### config.mk
export PLATFORM = sky130hd
export DESIGN_NAME = user_flash_ctrl
export DESIGN_NICKNAME = d
export VERILOG_FILES = /design/src/rtl/user_flash_pkg.sv /design/src/rtl/user_flash_timer.sv /design/src/rtl/user_flash_ctrl.sv
export SDC_FILE = /design/constraint.sdc
export NUM_CORES = 1
export LEC_CHECK = 0
export ABC_AREA = 1
export CORE_UTILIZATION = 48
export DETAILED_ROUTE_END_ITERATION = 10
export PLACE_DENSITY = 0.81
export RECOVER_POWER = 50
export SYNTH_ARGS = -nofsm -noshare
export SYNTH_HDL_FRONTEND = slang
export SYNTH_SLANG_ARGS = --single-unit
### constraint.sdc
create_clock -name aclk -period 5.7 [get_ports aclk]
set_input_delay 0.855 -clock aclk [delete_from_list [all_inputs] [get_ports aclk]]
set_output_delay 0.855 -clock aclk [all_outputs]
set_load 0.03 [all_outputs]
### src/rtl/user_flash_pkg.sv
// Shared op codes, flash mode/sequence constants and FSM state for the
// user flash command sequencer.
package user_flash_pkg;

  typedef enum logic [1:0] {
    OP_READ  = 2'b00,
    OP_PROG  = 2'b01,
    OP_ERASE = 2'b10,
    OP_RSVD  = 2'b11
  } op_e;

  localparam logic [3:0] MODE_IDLE  = 4'h0;
  localparam logic [3:0] MODE_READ  = 4'h0;
  localparam logic [3:0] MODE_PROG  = 4'h4;
  localparam logic [3:0] MODE_ERASE = 4'h8;

  localparam logic [1:0] SEQ_IDLE   = 2'b00;
  localparam logic [1:0] SEQ_SETUP  = 2'b01;
  localparam logic [1:0] SEQ_ACTIVE = 2'b10;
  localparam logic [1:0] SEQ_HOLD   = 2'b11;

  localparam logic [5:0] ROW_COUNT = 6'd48;

  // Wide enough for the longest pulse (erase, 120000 cycles by default)
  localparam int TIMER_W = 17;

  typedef enum logic [2:0] {
    ST_IDLE,
    ST_SETUP,
    ST_ACTIVE,
    ST_HOLD,
    ST_DONE
  } state_e;

  // Flash mode constant driven for a given operation
  function automatic logic [3:0] op_mode(input op_e op);
    case (op)
      OP_PROG:  return MODE_PROG;
      OP_ERASE: return MODE_ERASE;
      OP_READ:  return MODE_READ;
      default:  return MODE_IDLE;
    endcase
  endfunction

endpackage

### src/rtl/user_flash_timer.sv
// Loadable down-counter used to time each flash phase. Loaded with N-1 on
// phase entry; zero flags the final cycle of the phase.
module user_flash_timer
  import user_flash_pkg::*;
(
  input  logic               clk,
  input  logic               rst,
  input  logic               load,
  input  logic [TIMER_W-1:0] load_val,
  output logic [TIMER_W-1:0] value,
  output logic               zero
);

  logic [TIMER_W-1:0] cnt_q;

  // Load wins; otherwise count down and park at zero
  always_ff @(posedge clk or posedge rst) begin
    if (rst)                cnt_q <= '0;
    else if (load)          cnt_q <= load_val;
    else if (cnt_q != '0)   cnt_q <= cnt_q - 1'b1;
  end

  assign value = cnt_q;
  assign zero  = (cnt_q == '0);

endmodule

### src/rtl/user_flash_ctrl.sv
// Command sequencer for the Gowin user flash macro: turns read / program /
// row-erase requests into registered address, mode, sequence and strobe
// waveforms, and returns read data or an error status.
module user_flash_ctrl
  import user_flash_pkg::*;
#(
  parameter int T_SETUP_CYC = 2,
  parameter int T_READ_CYC  = 2,
  parameter int T_PROG_CYC  = 1000,
  parameter int T_ERASE_CYC = 120000,
  parameter int T_HOLD_CYC  = 2
) (
  input  logic        aclk,
  input  logic        reset,
  input  logic        cmd_valid,
  output logic        cmd_ready,
  input  logic [1:0]  cmd_op,
  input  logic [11:0] cmd_addr,
  input  logic [31:0] cmd_wdata,
  output logic        rsp_valid,
  output logic [31:0] rsp_rdata,
  output logic        rsp_err,
  output logic        busy,
  output logic [5:0]  fl_ra,
  output logic [5:0]  fl_ca,
  output logic [5:0]  fl_pa,
  output logic [3:0]  fl_mode,
  output logic [1:0]  fl_seq,
  output logic [1:0]  fl_rmode,
  output logic [1:0]  fl_wmode,
  output logic [1:0]  fl_rbytesel,
  output logic [1:0]  fl_wbytesel,
  output logic        fl_pw,
  output logic        fl_pe,
  output logic        fl_oe,
  output logic [31:0] fl_din,
  input  logic [31:0] fl_dout
);

  localparam logic [TIMER_W-1:0] LD_SETUP = TIMER_W'(T_SETUP_CYC - 1);
  localparam logic [TIMER_W-1:0] LD_READ  = TIMER_W'(T_READ_CYC - 1);
  localparam logic [TIMER_W-1:0] LD_PROG  = TIMER_W'(T_PROG_CYC - 1);
  localparam logic [TIMER_W-1:0] LD_ERASE = TIMER_W'(T_ERASE_CYC - 1);
  localparam logic [TIMER_W-1:0] LD_HOLD  = TIMER_W'(T_HOLD_CYC - 1);

  state_e state_q, state_d;

  op_e         op_q, op_n;
  logic [11:0] addr_q, addr_n;
  logic [31:0] wdata_q, wdata_n;
  logic        err_q, err_n;

  logic               accept, cmd_bad;
  logic               tmr_load, tmr_zero;
  logic [TIMER_W-1:0] tmr_ld_val, tmr_value;

  logic [5:0]  ra_q, ra_d, ca_q, ca_d, pa_q, pa_d;
  logic [3:0]  mode_q, mode_d;
  logic [1:0]  seq_q, seq_d;
  logic        pw_q, pw_d, pe_q, pe_d, oe_q, oe_d;
  logic [31:0] din_q, din_d;
  logic        rsp_valid_q, rsp_err_q;
  logic [31:0] rdata_q;

  assign accept  = cmd_valid && (state_q == ST_IDLE);
  assign cmd_bad = (cmd_op == OP_RSVD) || (cmd_addr[11:6] >= ROW_COUNT);

  // Command fields as seen by the cycle being entered: the accepting edge
  // needs the incoming values, every later phase the registered ones.
  assign op_n    = accept ? op_e'(cmd_op) : op_q;
  assign addr_n  = accept ? cmd_addr      : addr_q;
  assign wdata_n = accept ? cmd_wdata     : wdata_q;
  assign err_n   = accept ? cmd_bad       : err_q;

  // Capture the command on acceptance so the host may move on
  always_ff @(posedge aclk or posedge reset) begin
    if (reset) begin
      op_q    <= OP_READ;
      addr_q  <= '0;
      wdata_q <= '0;
      err_q   <= 1'b0;
    end else if (accept) begin
      op_q    <= op_n;
      addr_q  <= addr_n;
      wdata_q <= wdata_n;
      err_q   <= err_n;
    end
  end

  // FSM state register
  always_ff @(posedge aclk or posedge reset) begin
    if (reset) state_q <= ST_IDLE;
    else       state_q <= state_d;
  end

  // Next state: each timed phase ends on the cycle its timer reads zero
  always_comb begin
    state_d = state_q;
    case (state_q)
      ST_IDLE:   if (accept) state_d = cmd_bad ? ST_DONE : ST_SETUP;
      ST_SETUP:  if (tmr_zero) state_d = ST_ACTIVE;
      ST_ACTIVE: if (tmr_zero) state_d = ST_HOLD;
      ST_HOLD:   if (tmr_zero) state_d = ST_DONE;
      ST_DONE:   state_d = ST_IDLE;
      default:   state_d = ST_IDLE;
    endcase
  end

  // Reload the phase timer with N-1 whenever a timed phase is entered
  always_comb begin
    tmr_load   = (state_d != state_q) &&
                 (state_d inside {ST_SETUP, ST_ACTIVE, ST_HOLD});
    tmr_ld_val = '0;
    case (state_d)
      ST_SETUP:  tmr_ld_val = LD_SETUP;
      ST_ACTIVE: case (op_n)
                   OP_READ: tmr_ld_val = LD_READ;
                   OP_PROG: tmr_ld_val = LD_PROG;
                   default: tmr_ld_val = LD_ERASE;
                 endcase
      ST_HOLD:   tmr_ld_val = LD_HOLD;
      default:   tmr_ld_val = '0;
    endcase
  end

  user_flash_timer u_timer (
    .clk      (aclk),
    .rst      (reset),
    .load     (tmr_load),
    .load_val (tmr_ld_val),
    .value    (tmr_value),
    .zero     (tmr_zero)
  );

  // Flash outputs decoded from the next state so they can be registered
  // and change exactly on phase boundaries without glitches.
  always_comb begin
    ra_d   = '0;
    ca_d   = '0;
    pa_d   = '0;
    mode_d = MODE_IDLE;
    seq_d  = SEQ_IDLE;
    pw_d   = 1'b0;
    pe_d   = 1'b0;
    oe_d   = 1'b0;
    din_d  = '0;
    if (state_d inside {ST_SETUP, ST_ACTIVE, ST_HOLD}) begin
      ra_d   = addr_n[11:6];
      // Erase works on whole rows; column is dropped once the pulse starts
      ca_d   = (op_n == OP_ERASE && state_d != ST_SETUP) ? 6'd0 : addr_n[5:0];
      pa_d   = (op_n == OP_PROG) ? addr_n[5:0] : 6'd0;
      mode_d = op_mode(op_n);
      din_d  = (op_n == OP_PROG) ? wdata_n : 32'd0;
    end
    case (state_d)
      ST_SETUP: begin
        seq_d = SEQ_SETUP;
        pw_d  = (op_n == OP_PROG);
      end
      ST_ACTIVE: begin
        seq_d = SEQ_ACTIVE;
        oe_d  = (op_n == OP_READ);
        pe_d  = (op_n == OP_PROG) || (op_n == OP_ERASE);
        pw_d  = (op_n == OP_PROG);
      end
      ST_HOLD: seq_d = SEQ_HOLD;
      default: ;
    endcase
  end

  // Output registers; async reset drops every strobe immediately
  always_ff @(posedge aclk or posedge reset) begin
    if (reset) begin
      ra_q        <= '0;
      ca_q        <= '0;
      pa_q        <= '0;
      mode_q      <= MODE_IDLE;
      seq_q       <= SEQ_IDLE;
      pw_q        <= 1'b0;
      pe_q        <= 1'b0;
      oe_q        <= 1'b0;
      din_q       <= '0;
      rsp_valid_q <= 1'b0;
      rsp_err_q   <= 1'b0;
    end else begin
      ra_q        <= ra_d;
      ca_q        <= ca_d;
      pa_q        <= pa_d;
      mode_q      <= mode_d;
      seq_q       <= seq_d;
      pw_q        <= pw_d;
      pe_q        <= pe_d;
      oe_q        <= oe_d;
      din_q       <= din_d;
      rsp_valid_q <= (state_d == ST_DONE);
      rsp_err_q   <= (state_d == ST_DONE) && err_n;
    end
  end

  // Sample read data on the final ACTIVE cycle while fl_oe is still high
  always_ff @(posedge aclk or posedge reset) begin
    if (reset)
      rdata_q <= '0;
    else if (state_q == ST_ACTIVE && op_q == OP_READ && tmr_value == '0)
      rdata_q <= fl_dout;
  end

  assign cmd_ready   = (state_q == ST_IDLE);
  assign busy        = (state_q != ST_IDLE);
  assign rsp_valid   = rsp_valid_q;
  assign rsp_err     = rsp_err_q;
  assign rsp_rdata   = rdata_q;
  assign fl_ra       = ra_q;
  assign fl_ca       = ca_q;
  assign fl_pa       = pa_q;
  assign fl_mode     = mode_q;
  assign fl_seq      = seq_q;
  assign fl_pw       = pw_q;
  assign fl_pe       = pe_q;
  assign fl_oe       = oe_q;
  assign fl_din      = din_q;
  assign fl_rmode    = 2'b00;
  assign fl_wmode    = 2'b00;
  assign fl_rbytesel = 2'b00;
  assign fl_wbytesel = 2'b00;

endmodule

# Word level (Yosys, flattened, before mapping)
# Index checks and enable logic that the tools add are counted.
[word_totals]
latch_bits = 0
mem_count = 0
romBits = 0
mem_bits_rw = 0
register_bits = 160
[classes]
mux = 27
n_reduce_logical = 18
multipliers = 0
order_cmp = 1
div_mod_pow = 0
n_addsub = 1
n_shift = 0
n_bitwise = 0
eq_ne = 12
[op_table]
columns = ["cell", "count"]
rows = [
  ["32-bit two-way mux", 3],
  ["17-bit one-hot mux with 2 select lines", 2],
  ["17-bit two-way mux", 2],
  ["6-bit two-way mux", 5],
  ["17-bit zero test", 1],
  ["17-bit nonzero test", 1],
  ["17-bit by 1-bit subtractor with 17-bit output, second input constant", 1],
  ["3-bit two-way mux", 5],
  ["3-bit by 2-bit equality test with 1-bit output, second input constant", 4],
  ["12-bit two-way mux", 1],
  ["3-bit one-hot mux with 4 select lines", 1],
  ["4-bit one-hot mux with 2 select lines", 1],
  ["3-bit by 1-bit equality test with 1-bit output, second input constant", 2],
  ["6-bit greater-or-equal comparator, second input constant", 1],
  ["1-bit logical AND", 6],
  ["2-bit one-hot mux with 3 select lines", 1],
  ["3-bit nonzero test", 2],
  ["2-bit equality test, second input constant", 2],
  ["2-bit zero test", 2],
  ["1-bit two-way mux", 4],
  ["4-bit two-way mux", 1],
  ["2-bit OR reduction", 2],
  ["3-bit equality test, second input constant", 1],
  ["3-bit zero test", 1],
  ["other kinds (6)", 7],
]

# Depth between registers and ports, before layout
[depth]
word_depth = 9
depth_mapped = 16

# Modules after synthesis
# Synthesis repeated with hierarchy kept, for this count alone.
[unflattened]
cells_unflattened = 753
hier_area_um2 = 6627.6
[modules_own_cells]
columns = ["module", "instances", "cells_per_inst", "area_per_inst_um2", "seq_area_each_um2"]
rows = [
  ["user_flash_ctrl", 1, 600, 5551.6, 3528.4],
  ["user_flash_timer", 1, 153, 1076.0, 425.4],
]

# Least setup slack after synthesis
# OpenSTA, ideal clock, no wires.
[synth_path]
kind = "input -> register"
from = "input cmd_valid"
to = "register u_timer.cnt_q[10] (netlist: u_timer.value[10])"
path_buffers = 2
setup_ns = 0.077
arrival_ns = 2.549
setup_slack_ns = 3.073
stages = 13
cell_sequence = "inv_1 > nor2_4 > buf_4 > inv_2 > buf_2 > o21ai_0 > inv_1 > ha_1 > inv_1 > nand2_1 > nor2_1 > nand3_2 > a21oi_1"
[synth_rtl]
columns = ["element", "line_no", "source"]
rows = [
  ["start: declaration", "user_flash_ctrl.sv:15", "input logic cmd_valid,"],
  ["1-bit logical AND (*)", "user_flash_ctrl.sv:65", "assign accept = cmd_valid && (state_q == ST_IDLE);"],
  ["2-bit two-way mux (*)", "user_flash_ctrl.sv:70", "assign op_n = accept ? op_e'(cmd_op) : op_q;"],
  ["named net op_n[0]", "user_flash_ctrl.sv:48", "op_e op_q, op_n;"],
  ["2-bit by 1-bit equality test with 1-bit output / 2-bit zero test (equally long branches)", "user_flash_ctrl.sv:116", "ST_ACTIVE: case (op_n)"],
  ["17-bit one-hot mux with 2 select lines (*)", "user_flash_ctrl.sv:116", ""],
  ["17-bit one-hot mux with 2 select lines (*)", "user_flash_ctrl.sv:114", "case (state_d)"],
  ["17-bit two-way mux (*)", "user_flash_timer.sv:19", "else if (load) cnt_q <= load_val;"],
  ["end signal: assignment", "user_flash_timer.sv:19", ""],
  ["end signal: assignment", "user_flash_timer.sv:20", "else if (cnt_q != '0) cnt_q <= cnt_q - 1'b1;"],
  ["end: declaration", "user_flash_timer.sv:14", "logic [TIMER_W-1:0] cnt_q;"],
]
# Mark *: on every way through the listed nets, which the timed path passes. The rest lies on a longest branch.
# A chain may end at the register's enable or synchronous reset.

# Final worst setup path
[layout_path]
from = "input cmd_valid"
to = "register din_q[14] (netlist: fl_din[14])"
[layout_rtl]
columns = ["element", "line_no", "source"]
rows = [
  ["1-bit logical AND", "user_flash_ctrl.sv:65", ""],
  ["2-bit two-way mux", "user_flash_ctrl.sv:70", ""],
  ["named net op_n[0]", "user_flash_ctrl.sv:48", ""],
  ["2-bit by 1-bit equality test with 1-bit output", "user_flash_ctrl.sv:153", "din_d = (op_n == OP_PROG) ? wdata_n : 32'd0;"],
  ["32-bit two-way mux", "user_flash_ctrl.sv:153", ""],
  ["32-bit two-way mux", "user_flash_ctrl.sv:147", "if (state_d inside {ST_SETUP, ST_ACTIVE, ST_HOLD}) begin"],
  ["named net din_d[14]", "user_flash_ctrl.sv:61", "logic [31:0] din_q, din_d;"],
  ["end signal: assignment", "user_flash_ctrl.sv:194", "din_q <= din_d;"],
  ["end: declaration", "user_flash_ctrl.sv:61", ""],
]
# The timed path passes the listed nets, and every way through them passes these cells.

==> qor.csv <==
metric;value;unit
number of distinct library cells after synthesis;34;
HPWL after DPL;9630;um
switching power of the nets;1720;uW
CTS sink count;158;
Crit path largest cell delay;740;ps
Rel. slew slack;11.0;%
Worst-Margin Slew;1330;ps
row cnt;41;
cell count after synthesis;593;
post-CTS setup-driven buffer insertion count;0;
Nets;854;
IO buf count;173;
pwr/cell area;522;nW/um2
synthesized flop and latch total;158;
worst hold start;err_q;
Final Skew;10.5;ps
leakage power;0.00428;uW
Worst Reg-to-Reg Cells;12;
Synth warnings;0;
Mean Syn Cell Area;10.8;um2
endpoint class of the critical path;register;
critical path class;in2reg;
cts bufs inserted;17;
most frequent cells in the layout;158 x dfrtp_1, 87 x dlygate4sd3_1, 86 x clkdlybuf4s50_1;
sink of the worst hold path;err_q;
FF/Latch Area;3950;um2
Die Area;13800;um2
H-tree depth;4;
total iterations of the first detailed-routing run;5;
core area;12800;um2
first-pass GRT wire length;23500;um
DRT iter0 DRCs;195;
final wirelength;14100;um
# DRC;0;
clock latency on the worst-skew pair;420;ps
slowest CP cell;o21ai_0;
Area growth syn-to-layout;37.3;%
Starting Density;49.8;%
mapped cell area;6390;um2
CTS root buffer;clkbuf_16;
Pins Over Slew Limit;0;
CTS tree;yes;
nature of the critical path startpoint;input pin;
CP top delay family;buffers and inverters;
Final Hold Fails;0;
CTS hold repair buffers;0;
antenna viol nets, final;0;
most common cell after layout, fill and taps aside;dfrtp_1;
initial antenna violation count;0;
Final setup viols;0;
Cells on Worst Hold Path;2;
Worst R2R Start;state_q[0];
Worst Setup SP;cmd_valid;
pin count of the biggest net entering global routing;111;
GP Congestion;0.815;
RSZ-0062 raised after global routing;false;
final instance area;8770;um2
via count;4599;
CP Data Required Time;5960;ps
DR vias/cell;4.83;
combinational fraction of design power;39.3;%
register area share after synthesis;61.9;%
Max FO, Critical Path;49;
layout cells sized above 1;12.4;%
multi-input logic area;1980;um2
final period utilization;73.9;%
status;finished, final reports clean;
gr usage total;21.8;%
post_cts resized;0;
sw frac;37.6;%
Clock transition at path regs;60;ps
Worst Hold Class;reg2reg;
Reg2Reg Capture Point;fl_din[14];
CP cell instances;dlygate4sd3_1, inv_1, nor2_4, buf_4, inv_1, o21ai_0, inv_1, ha_1, inv_1, nor2_2, inv_2, nor2_1;
clock tree buffer depth;2;
fillers;931;
R2R Setup Slk;1820;ps
Worst EP arrival;4480;ps
Top cell by count, worst path;inv_1;
die width;117;um
final hold slack;467;ps
peak supply drop;0.357;mV
final setup TNS;0;ps
Pint;2860;uW
Sequential Power Share;35.9;%
Max-Cap Viols;0;
Max Freq;237;MHz
placed inst area;8190;um2
vias in the first global route;4793;
Antenna Cells;0;
worst path buffer plus inverter count;7;
# IOs;184;
clock share of power;24.9;%
min cycle time layout;4210;ps
gr ovfl total;0;
Die H;117;um
WL/cell;14.8;um
-- cells in the mapped netlist --
cell type  instances  area (um2)
inv_2              4        15.0
o21ai_0           39         195
nor4_1             2        12.5
a21oi_1           19        95.1
ha_1               6        75.1
a31oi_1            1        6.26
mux2_2             2        22.5
clkbuf_1           7        26.3
inv_1             66         248
nand2_4            3        33.8
nor2_8             1        20.0
o21ai_4            1        16.3
nand3_2            3        30.0
buf_4             14         105
nor3_1             3        15.0
inv_4              1        6.26
nand2_1           61         229
nor2_1            75         282
dfrtp_1          158        3950
nand4_1            4        25.0
buf_6              5        56.3
conb_1             1        3.75
nand3_1            4        20.0
nand2_2            7        43.8
mux2_1            30         338
o21a_1             2        15.0
xor2_1             7        61.3
nor3_2             1        10.0
xnor2_1            8        70.1
or2_2             40         250
nor2_4             2        22.5
nor2_2             6        37.5
o21ai_1            7        35.0
buf_2              3        15.0
-- layout make-up --
class / instances / share of cell area [%]
well taps: 172 / 2.45
inverters: 71 / 3.12
flip-flops and latches: 158 / 45.1
clock buffers: 22 / 5.29
clock inverters: 10 / 1.54
multi-input cells: 344 / 22.6
repair buffers: 175 / 19.9
-- logic make-up after synthesis --
kind of cell | count (synthesis) | synth area share [%]
and+or+nand+nor | 212 | 16.1
DFF | 158 | 61.9
buffers and inverters | 100 | 7.38
AOI/OAI and AO/OA | 69 | 5.68
muxes | 32 | 5.64
xor gates and xnor gates | 15 | 2.06
adders and majority gates | 6 | 1.17
other | 1 | 0.0587
-- worst min-delay path, delay by kind of cell, from the launching register on --
kind / cells / cell delay [ps]
AND/OR/NAND/NOR: 2 / 120
flip-flops: 1 / 320
-- worst max path at each step --
stage	endpoint	slack (ps)	depth (start not counted)
finish	fl_din[14]	1490	12
global route	fl_din[14]	1150	12
CTS	fl_din[14]	1980	12
detailed placement	fl_pa[1]	1560	12
global placement	fl_din[11]	1720	12
floorplan	addr_q[0]	580	1
-- sequential cells by signal (all words and copies together) (netlist names), 3 cells and up --
| name | count |
|---|---|
| fl_ca | 6 |
| fl_ra | 6 |
| state_q | 3 |
| u_timer.value | 17 |
| fl_din | 32 |
| rsp_rdata | 32 |
| wdata_q | 32 |
| addr_q | 12 |
| fl_pa | 6 |
-- per-layer routing --
layer	vias to the layer above	wire length (um)	GRT usage (%)	share of wire [%]
met5	-	0	0	0
met2	167	6930	35.7	49
met1	2234	5990	27.4	42
met3	21	1020	6.86	7.2
met4	0	182	6.90	1.3
li1	2177	-	-	-
-- power by group through the flow --
stage                     Clock, uW  Combinational (uW)  Sequential (uW)
after floorplan                   0                 934             1960
after global placement            0                1790             1660
after detailed placement          0                1850             1660
after CTS                      1160                1870             1650
after global routing           1210                1960             1680
final                          1140                1800             1640
-- through the flow --
stage / power [uW] / worst slack (ps) / cells / util [%]
final: 4580 / 1490 / 952 / 68.4
after global routing: 4850 / 1150 / 952 / 68.4
after CTS: 4690 / 1980 / 952 / 68.5
after detailed placement: 3510 / 1560 / 920 / 63.8
after global placement: 3450 / 1720 / 920 / 63.8
after floorplan: 2900 / 582 / 602 / -
Power figures use the tool's default switching activity.
